==> src/rtl/grid_bus_serializer.sv <==
// Serializes 32-bit global-bus words from a small FIFO into header-led byte frames.
// Optional build macro GRID_SER_CHECKSUM_EN appends an XOR checksum byte to every frame.
module grid_bus_serializer #(
    parameter int         FIFO_DEPTH = 4,
    parameter logic [7:0] HDR_BYTE   = 8'hA5
) (
    input  logic        clk,
    input  logic        rst_n,
    input  logic [31:0] word_in,
    input  logic        word_valid,
    output logic        word_ready,
    output logic [7:0]  byte_out,
    output logic        byte_valid,
    input  logic        byte_ready,
    output logic        frame_start,
    output logic        frame_end,
    output logic [3:0]  fifo_count,
    output logic [7:0]  frames_sent
);

    localparam int               PTR_W   = $clog2(FIFO_DEPTH);
    localparam logic [3:0]       DEPTH_C = 4'(FIFO_DEPTH);
    localparam logic [PTR_W-1:0] PTR_ONE = PTR_W'(1);

    typedef enum logic [1:0] {
        ST_IDLE = 2'd0,
        ST_HDR  = 2'd1,
`ifdef GRID_SER_CHECKSUM_EN
        ST_DATA = 2'd2,
        ST_CHK  = 2'd3
`else
        ST_DATA = 2'd2
`endif
    } state_t;

`ifdef GRID_SER_CHECKSUM_EN
    function automatic logic [7:0] xor_bytes(input logic [31:0] w);
        return w[7:0] ^ w[15:8] ^ w[23:16] ^ w[31:24];
    endfunction
`endif

    state_t           state_r, state_s;
    logic [1:0]       idx_r, idx_s;
    logic [31:0]      mem_r [FIFO_DEPTH];
    logic [PTR_W-1:0] rd_ptr_r, wr_ptr_r;
    logic [3:0]       count_r;
    logic [7:0]       frames_r;
    logic [7:0]       byte_out_r, nbyte_s;
    logic             byte_valid_r, nvalid_s;
    logic             frame_start_r, nstart_s;
    logic             frame_end_r, nend_s;
    logic             push_s, xfer_s, eof_s, more_s;
    logic [31:0]      head_s;

    assign word_ready = (count_r != DEPTH_C);
    assign push_s     = word_valid && word_ready;
    assign xfer_s     = byte_valid_r && byte_ready;
    assign eof_s      = xfer_s && frame_end_r;
    // A word pushed on the end-of-frame cycle counts as "another word" so frames run back to back.
    assign more_s     = (count_r > 4'd1) || push_s;
    assign head_s     = mem_r[rd_ptr_r];

    // Next-state logic for the frame sequencer.
    always_comb begin
        state_s = state_r;
        idx_s   = idx_r;
        case (state_r)
            ST_IDLE: begin
                if (count_r != 4'd0) state_s = ST_HDR;
                else                 state_s = ST_IDLE;
            end
            ST_HDR: begin
                if (xfer_s) begin
                    state_s = ST_DATA;
                    idx_s   = 2'd0;
                end else begin
                    state_s = ST_HDR;
                end
            end
            ST_DATA: begin
                if (xfer_s) begin
                    if (idx_r == 2'd3) begin
`ifdef GRID_SER_CHECKSUM_EN
                        state_s = ST_CHK;
`else
                        state_s = more_s ? ST_HDR : ST_IDLE;
`endif
                    end else begin
                        idx_s = idx_r + 2'd1;
                    end
                end else begin
                    state_s = ST_DATA;
                end
            end
`ifdef GRID_SER_CHECKSUM_EN
            ST_CHK: begin
                if (xfer_s) state_s = more_s ? ST_HDR : ST_IDLE;
                else        state_s = ST_CHK;
            end
`endif
            default: state_s = ST_IDLE;
        endcase
    end

    // Output values for the state about to be entered; the head word never changes mid-frame.
    always_comb begin
        nbyte_s  = 8'h00;
        nvalid_s = 1'b0;
        nstart_s = 1'b0;
        nend_s   = 1'b0;
        case (state_s)
            ST_HDR: begin
                nbyte_s  = HDR_BYTE;
                nvalid_s = 1'b1;
                nstart_s = 1'b1;
            end
            ST_DATA: begin
                nbyte_s  = head_s[{idx_s, 3'b000} +: 8];
                nvalid_s = 1'b1;
`ifdef GRID_SER_CHECKSUM_EN
                nend_s   = 1'b0;
`else
                nend_s   = (idx_s == 2'd3);
`endif
            end
`ifdef GRID_SER_CHECKSUM_EN
            ST_CHK: begin
                nbyte_s  = xor_bytes(head_s);
                nvalid_s = 1'b1;
                nend_s   = 1'b1;
            end
`endif
            default: begin
                nbyte_s  = 8'h00;
                nvalid_s = 1'b0;
            end
        endcase
    end

    // Sequencer state and registered byte-side outputs.
    always_ff @(posedge clk) begin
        if (!rst_n) begin
            state_r       <= ST_IDLE;
            idx_r         <= 2'd0;
            byte_out_r    <= 8'h00;
            byte_valid_r  <= 1'b0;
            frame_start_r <= 1'b0;
            frame_end_r   <= 1'b0;
        end else begin
            state_r       <= state_s;
            idx_r         <= idx_s;
            byte_out_r    <= nbyte_s;
            byte_valid_r  <= nvalid_s;
            frame_start_r <= nstart_s;
            frame_end_r   <= nend_s;
        end
    end

    // Word FIFO storage and pointers; the head pops on the end-of-frame transfer.
    always_ff @(posedge clk) begin
        if (!rst_n) begin
            for (int i = 0; i < FIFO_DEPTH; i++) mem_r[i] <= 32'h0000_0000;
            rd_ptr_r <= '0;
            wr_ptr_r <= '0;
        end else begin
            if (push_s) begin
                mem_r[wr_ptr_r] <= word_in;
                wr_ptr_r        <= wr_ptr_r + PTR_ONE;
            end
            if (eof_s) rd_ptr_r <= rd_ptr_r + PTR_ONE;
        end
    end

    // Occupancy and completed-frame counters.
    always_ff @(posedge clk) begin
        if (!rst_n) begin
            count_r  <= 4'd0;
            frames_r <= 8'd0;
        end else begin
            case ({push_s, eof_s})
                2'b10:   count_r <= count_r + 4'd1;
                2'b01:   count_r <= count_r - 4'd1;
                default: count_r <= count_r;
            endcase
            if (eof_s) frames_r <= frames_r + 8'd1;
        end
    end

    assign byte_out    = byte_out_r;
    assign byte_valid  = byte_valid_r;
    assign frame_start = frame_start_r;
    assign frame_end   = frame_end_r;
    assign fifo_count  = count_r;
    assign frames_sent = frames_r;

endmodule
==> config.mk <==
export PLATFORM = sky130hd
export DESIGN_NAME = grid_bus_serializer
export DESIGN_NICKNAME = d
export VERILOG_FILES = /design/src/rtl/grid_bus_serializer.sv
export SDC_FILE = /design/constraint.sdc
export NUM_CORES = 1
export LEC_CHECK = 0
export ABC_AREA = 0
export ABC_CLOCK_PERIOD_IN_PS = 4200
export CAP_MARGIN = 20
export CORE_MARGIN = 5
export CORE_UTILIZATION = 45
export DETAILED_ROUTE_END_ITERATION = 10
export PLACE_DENSITY = 0.67
export REMOVE_ABC_BUFFERS = 1
export SETUP_SLACK_MARGIN = 0.2
export SYNTH_ARGS = -nofsm -noshare
export SYNTH_HDL_FRONTEND = slang
export SYNTH_SLANG_ARGS = --single-unit
==> constraint.sdc <==
create_clock -name clk -period 4.2 [get_ports clk]
set_input_delay 1.05 -clock clk [delete_from_list [all_inputs] [get_ports clk]]
set_output_delay 1.05 -clock clk [all_outputs]
set_load 0.05 [all_outputs]
---- Word-level counts from Yosys, hierarchy flattened ----
Memory sizes are Yosys's and may differ from the RTL's. A register that Yosys moved wholly into a read port is not among the register bits.
Index checks and enable logic that the tools add are counted.
word-level totals
  word-level logic and storage cells ...... 61
  output and inout bits ................... 24
  register bits ........................... 31
  bits in writable memories ............... 128
  memories ................................ 1
  input port bits ......................... 36
cells by class
  reductions and logical operators ........ 10
  multiplexer cells ....................... 23
  shifts and indexed selects .............. 1
  $add $sub $neg .......................... 6
  magnitude comparators ................... 1
  eq/ne operators ......................... 9
memories
  memory  depth  bits a word  read ports  clocked after Yosys merged registers in  wr ports  RTL line  text
  mem_r   4      32           1           1                                        4         44        logic [31:0] mem_r [FIFO_DEPTH];
operators with widths
  cell                                                                              count
  32-bit two-way mux                                                                1
  32-bit OR reduction                                                               1
  32-bit by 6-bit variable part select with 8-bit output                            1
  2-bit two-way mux                                                                 9
  8-bit one-hot mux with 2 select lines                                             1
  2-bit == test (second input constant)                                             5
  1-bit two-way mux                                                                 9
  8-bit by 1-bit adder with 8-bit output (second input constant)                    1
  4-bit one-hot mux with 2 select lines                                             1
  2-bit by 1-bit adder with 2-bit output (second input constant)                    3
  2-bit by 1-bit == test with 1-bit output (second input constant)                  3
  2-bit one-hot mux with 3 select lines                                             1
  4-bit by 1-bit adder with 4-bit output (second input constant)                    1
  4-bit by 1-bit greater-than comparator with 1-bit output (second input constant)  1
  4-bit by 3-bit inequality test with 1-bit output (second input constant)          1
  2-bit one-hot mux with 2 select lines                                             1
  4-bit nonzero test                                                                1
  4-bit by 1-bit subtractor with 4-bit output (second input constant)               1
  1-bit logical AND                                                                 3
  2-bit zero test                                                                   1
  2-bit AND reduction                                                               1
  2-bit nonzero test                                                                1
  2-bit OR reduction                                                                1
  1-bit logical OR                                                                  1

---- Depth between registers and ports, before layout ----
  word-level depth ........................ 10
  depth in mapped cells ................... 11
  gate-level depth less buffers ........... 11

---- Worst setup path after synthesis ----
OpenSTA, ideal clock, no wires.
  path kind ............................... register to register
  start ................................... register count_r[0] (netlist: fifo_count[0])
  end ..................................... memory mem_r[1][0], enable pin
  arrival time ............................ 4.124 ns
  clock period less this slack ............ 4.590 ns
  path slack .............................. -0.390 ns
  cell stages (with the launch flop) ...... 7
  data required time ...................... 3.734 ns
  setup time .............................. 0.466 ns
  buffers on the path ..................... 0
  path through ............................ dfxtp_1 inv_1 ha_1 nand3b_1 and2_1 inv_1 o21ai_0
RTL lines
  item                    RTL line  text
  start, declared         46        logic [3:0] count_r;
  start signal, assigned  181       2'b10: count_r <= count_r + 4'd1;
  start signal, assigned  182       2'b01: count_r <= count_r - 4'd1;
  start signal, assigned  183       default: count_r <= count_r;
  end, declared           44

---- Worst setup path after layout ----
  start ................................... register count_r[0] (netlist: fifo_count[0])
  end ..................................... output word_ready
between the ends
  longest elaborated chain between the ends .. 1
ends and longest elaborated chain
  item                                              RTL line  text
  4-bit by 3-bit inequality test with 1-bit output  55        assign word_ready = (count_r != DEPTH_C);
  end, declared                                     11        output logic word_ready,
No other way between the ends.

==> results.yml <==
clocking:
  clockRootBuffer: "clkbuf_16"
  cts_tree: "built"
  postCtsSetupBuffers: 0
  path_clk_slew_ns: 0.06
  cts_resized: 0
  cts_buffers: 17
  clockBufferDepth: 2
  htree_levels: 4
  clk-insertion-delay-late_ns: 0.42
  cts.sinks: 161
  holdBufCountCts: 0
logic_synthesis:
  postSynthAreaPerCell_um2: 13.72
  syn_area_um2: 7137
  synthFlopType: "edfxtp_1"
  async_flop_share_pct: 0
  synth_seq_area_share_pct: 63.11
  netlist_instances: 520
  yosys_warnings: 0
  synth_edf_count: 128
  ys_ff_latch: 161
  synth_cell_types: 46
finish:
  nets: 632
  layout_commonest_cell: "edfxtp_1"
  n_fill_cell: 1311
  n_antenna_cell: 0
  finish.utilization_pct: 54.63
  seq_area_um2: 4506
  final_cell_mix: "edfxtp_1 (128), nor2_1 (67), clkdlybuf4s50_1 (59)"
  area_delta_synth_final_pct: 20.28
  multiInputGateArea_um2: 2338
  drive_gt1_share_pct: 14.24
power:
  clock_power_share_pct: 41.4
  power.leakage_nw: 3.396
  internal_power_mw: 2.894
  ir_drop_v: 0.0003054
  switching_share_pct: 22.93
  pwr-share-comb_pct: 9.0
  switchingPower_mw: 0.8611
  power.total_mw: 3.755
  powerDensity_nw_per_um2: 437.4
  p_seq_share_pct: 49.6
timing:
  relSlewSlack_pct: 40.05
  fin_crit_ns: 3.222
  setup_slack_ns: 0.9780
  hold_viol_final: 0
  whs_ns: 0.5736
  maxSlewViolCount: 0
  tightest_slew_ns: 0.8993
  finClkSkew_ns: 0.007333
  setup_viol: 0
  rsz0062_at_grt: "false"
  clock.fmax_mhz: 310.4
  period_share_pct: 76.71
detailed_routing:
  first_iter_violations: 387
  drt_pass1_iterations: 5
  route.detailed.drc: 0
  wire_per_inst_um: 18.63
  num_vias: 4194
  wl_um: 15150
  drtAntennaViolNets: 0
  via_per_inst: 5.159
run:
  maxCapViolCount: 0
worst_setup_path:
  reg2reg_depth: 10
  worst-r2r-setup-slack_ns: 1.56
  r2r_start: "fifo_count[0]$_SDFFE_PN0P_"
  cp_max_fo: 7
  start_kind: "flip-flop"
  critPathRequiredTime_ns: 3.15
  critPathCaptureType: "output port"
  critPathKind: "flip-flop to output port"
  crit_arrival_ns: 2.17
  r2r_end: "byte_out[5]$_SDFF_PN0_"
floorplan:
  fp.dieW_um: 135.9
  core_um2: 15710
  die_h_um: 135.9
  die-area_um2: 18480
  io_pins: 60
  start_util_pct: 45.42
  row_count: 46
hold_path:
  hold_path_depth: 2
  min-delay-start: "frames_sent[1]$_SDFFE_PN0P_"
  min_to: "frames_sent[1]$_SDFFE_PN0P_"
  hp-class: "flip-flop to flip-flop"
global_route:
  grt_pass1_wl_um: 23450
  antenna_found_initial: 0
  grt_max_degree: 35
  first_global_vias: 4349
  grt_overflow: 0
  grtUsageTotal_pct: 17.33
placement:
  port_buffers: 59
  globalplace.congestion: 0.7783
  hpwl_um: 8927
  dp_slack_ns: 0.7559
outcome:
  status: "finished, final reports clean"
logic make-up (layout without fill, tap and decap cells):
| kind of cell | count (synthesis) | after routing | share of synthesized area, % |
|---|---|---|---|
| simple gates | 190 | 190 | 13.18 |
| flops | 161 | 161 | 63.11 |
| buf+inv | 67 | 144 | 4.260 |
| mux | 50 | 50 | 13.18 |
| compound gates | 27 | 27 | 2.560 |
| xor+xnor | 13 | 13 | 1.595 |
| fa+ha+maj | 12 | 12 | 2.104 |
cell usage after synthesis, types with 4 or more instances:
master	count	area share, %
edfxtp_1	128	54
nor2_1	67	3.5
and2_1	53	4.6
inv_1	40	2.1
nand2_1	40	2.1
dfxtp_1	33	9.3
mux4_2	24	7.6
clkbuf_1	18	0.95
ha_1	12	2.1
mux2i_1	10	1.4
xnor2_1	9	1.1
mux2_2	8	1.3
mux4_1	8	2.9
a21oi_1	6	0.42
o21ai_0	6	0.42
nand3_1	5	0.35
a221o_1	4	0.56
and3_1	4	0.35
o22ai_1	4	0.35
xor2_1	4	0.49
power groups by stage:
stage	sequential, mW	combinational, mW	clock (mW)
global route	1.87	0.368	1.65
finish	1.86	0.339	1.56
detailed placement	1.89	0.342	0
floorplan	1.92	0.160	0
global placement	1.89	0.337	0
CTS	1.86	0.344	1.58
cell type report:
| class | count | area share, % |
|---|---|---|
| well taps | 216 | 3.148 |
| flip-flops and latches | 161 | 52.49 |
| multi-input cells | 292 | 27.24 |
| repair buffers | 72 | 8.250 |
| clock inverters | 10 | 0.7142 |
| clock buffers | 22 | 6.413 |
| inverters | 40 | 1.749 |
critical path, stage by stage, from the launching register on:
cell             delay [ns]
dfxtp_1                0.48
inv_1                  0.10
ha_1                   0.22
nand3b_1               0.12
clkdlybuf4s50_1        0.82
routing by layer:
layer	track usage (%)	vias up	part of all wire, %
met3	4.737	20	6.6
met2	29.76	139	51
li1	-	1989	-
met4	6.159	0	2.0
met5	0	-	0
met1	21.08	2046	41
worst max-delay path by stage:
stage	slack (ns)	startpoint	cells past startpoint	endpoint
final	0.98	fifo_count[0]$_SDFFE_PN0P_	4	word_ready
after global routing	0.86	fifo_count[0]$_SDFFE_PN0P_	4	word_ready
after CTS	0.95	fifo_count[0]$_SDFFE_PN0P_	4	word_ready
after detailed placement	0.76	byte_ready	7	fifo_count[3]$_SDFFE_PN0P_
after global placement	0.82	byte_ready	7	fifo_count[3]$_SDFFE_PN0P_
after floorplan	-0.39	fifo_count[0]$_SDFFE_PN0P_	6	mem_r[2][0]$_SDFFCE_PN0P_
per-stage QoR:
step	cells	cell area (um2)	setup TNS, ns
after floorplan	493	6983	-30.29
final	813	8584	0
after CTS	812	8557	0
after global routing	813	8584	0
after detailed placement	780	7945	0
after global placement	780	7945	0
state kept, by name, indices dropped and copies added (netlist names), named ones only:
signal	count
mem_r	128
byte_out	8
frames_sent	8
fifo_count	4
idx_r	2
rd_ptr_r	2
state_r	2
wr_ptr_r	2
byte_valid	1
frame_end	1
frame_start	1
Power figures use the tool's default switching activity.
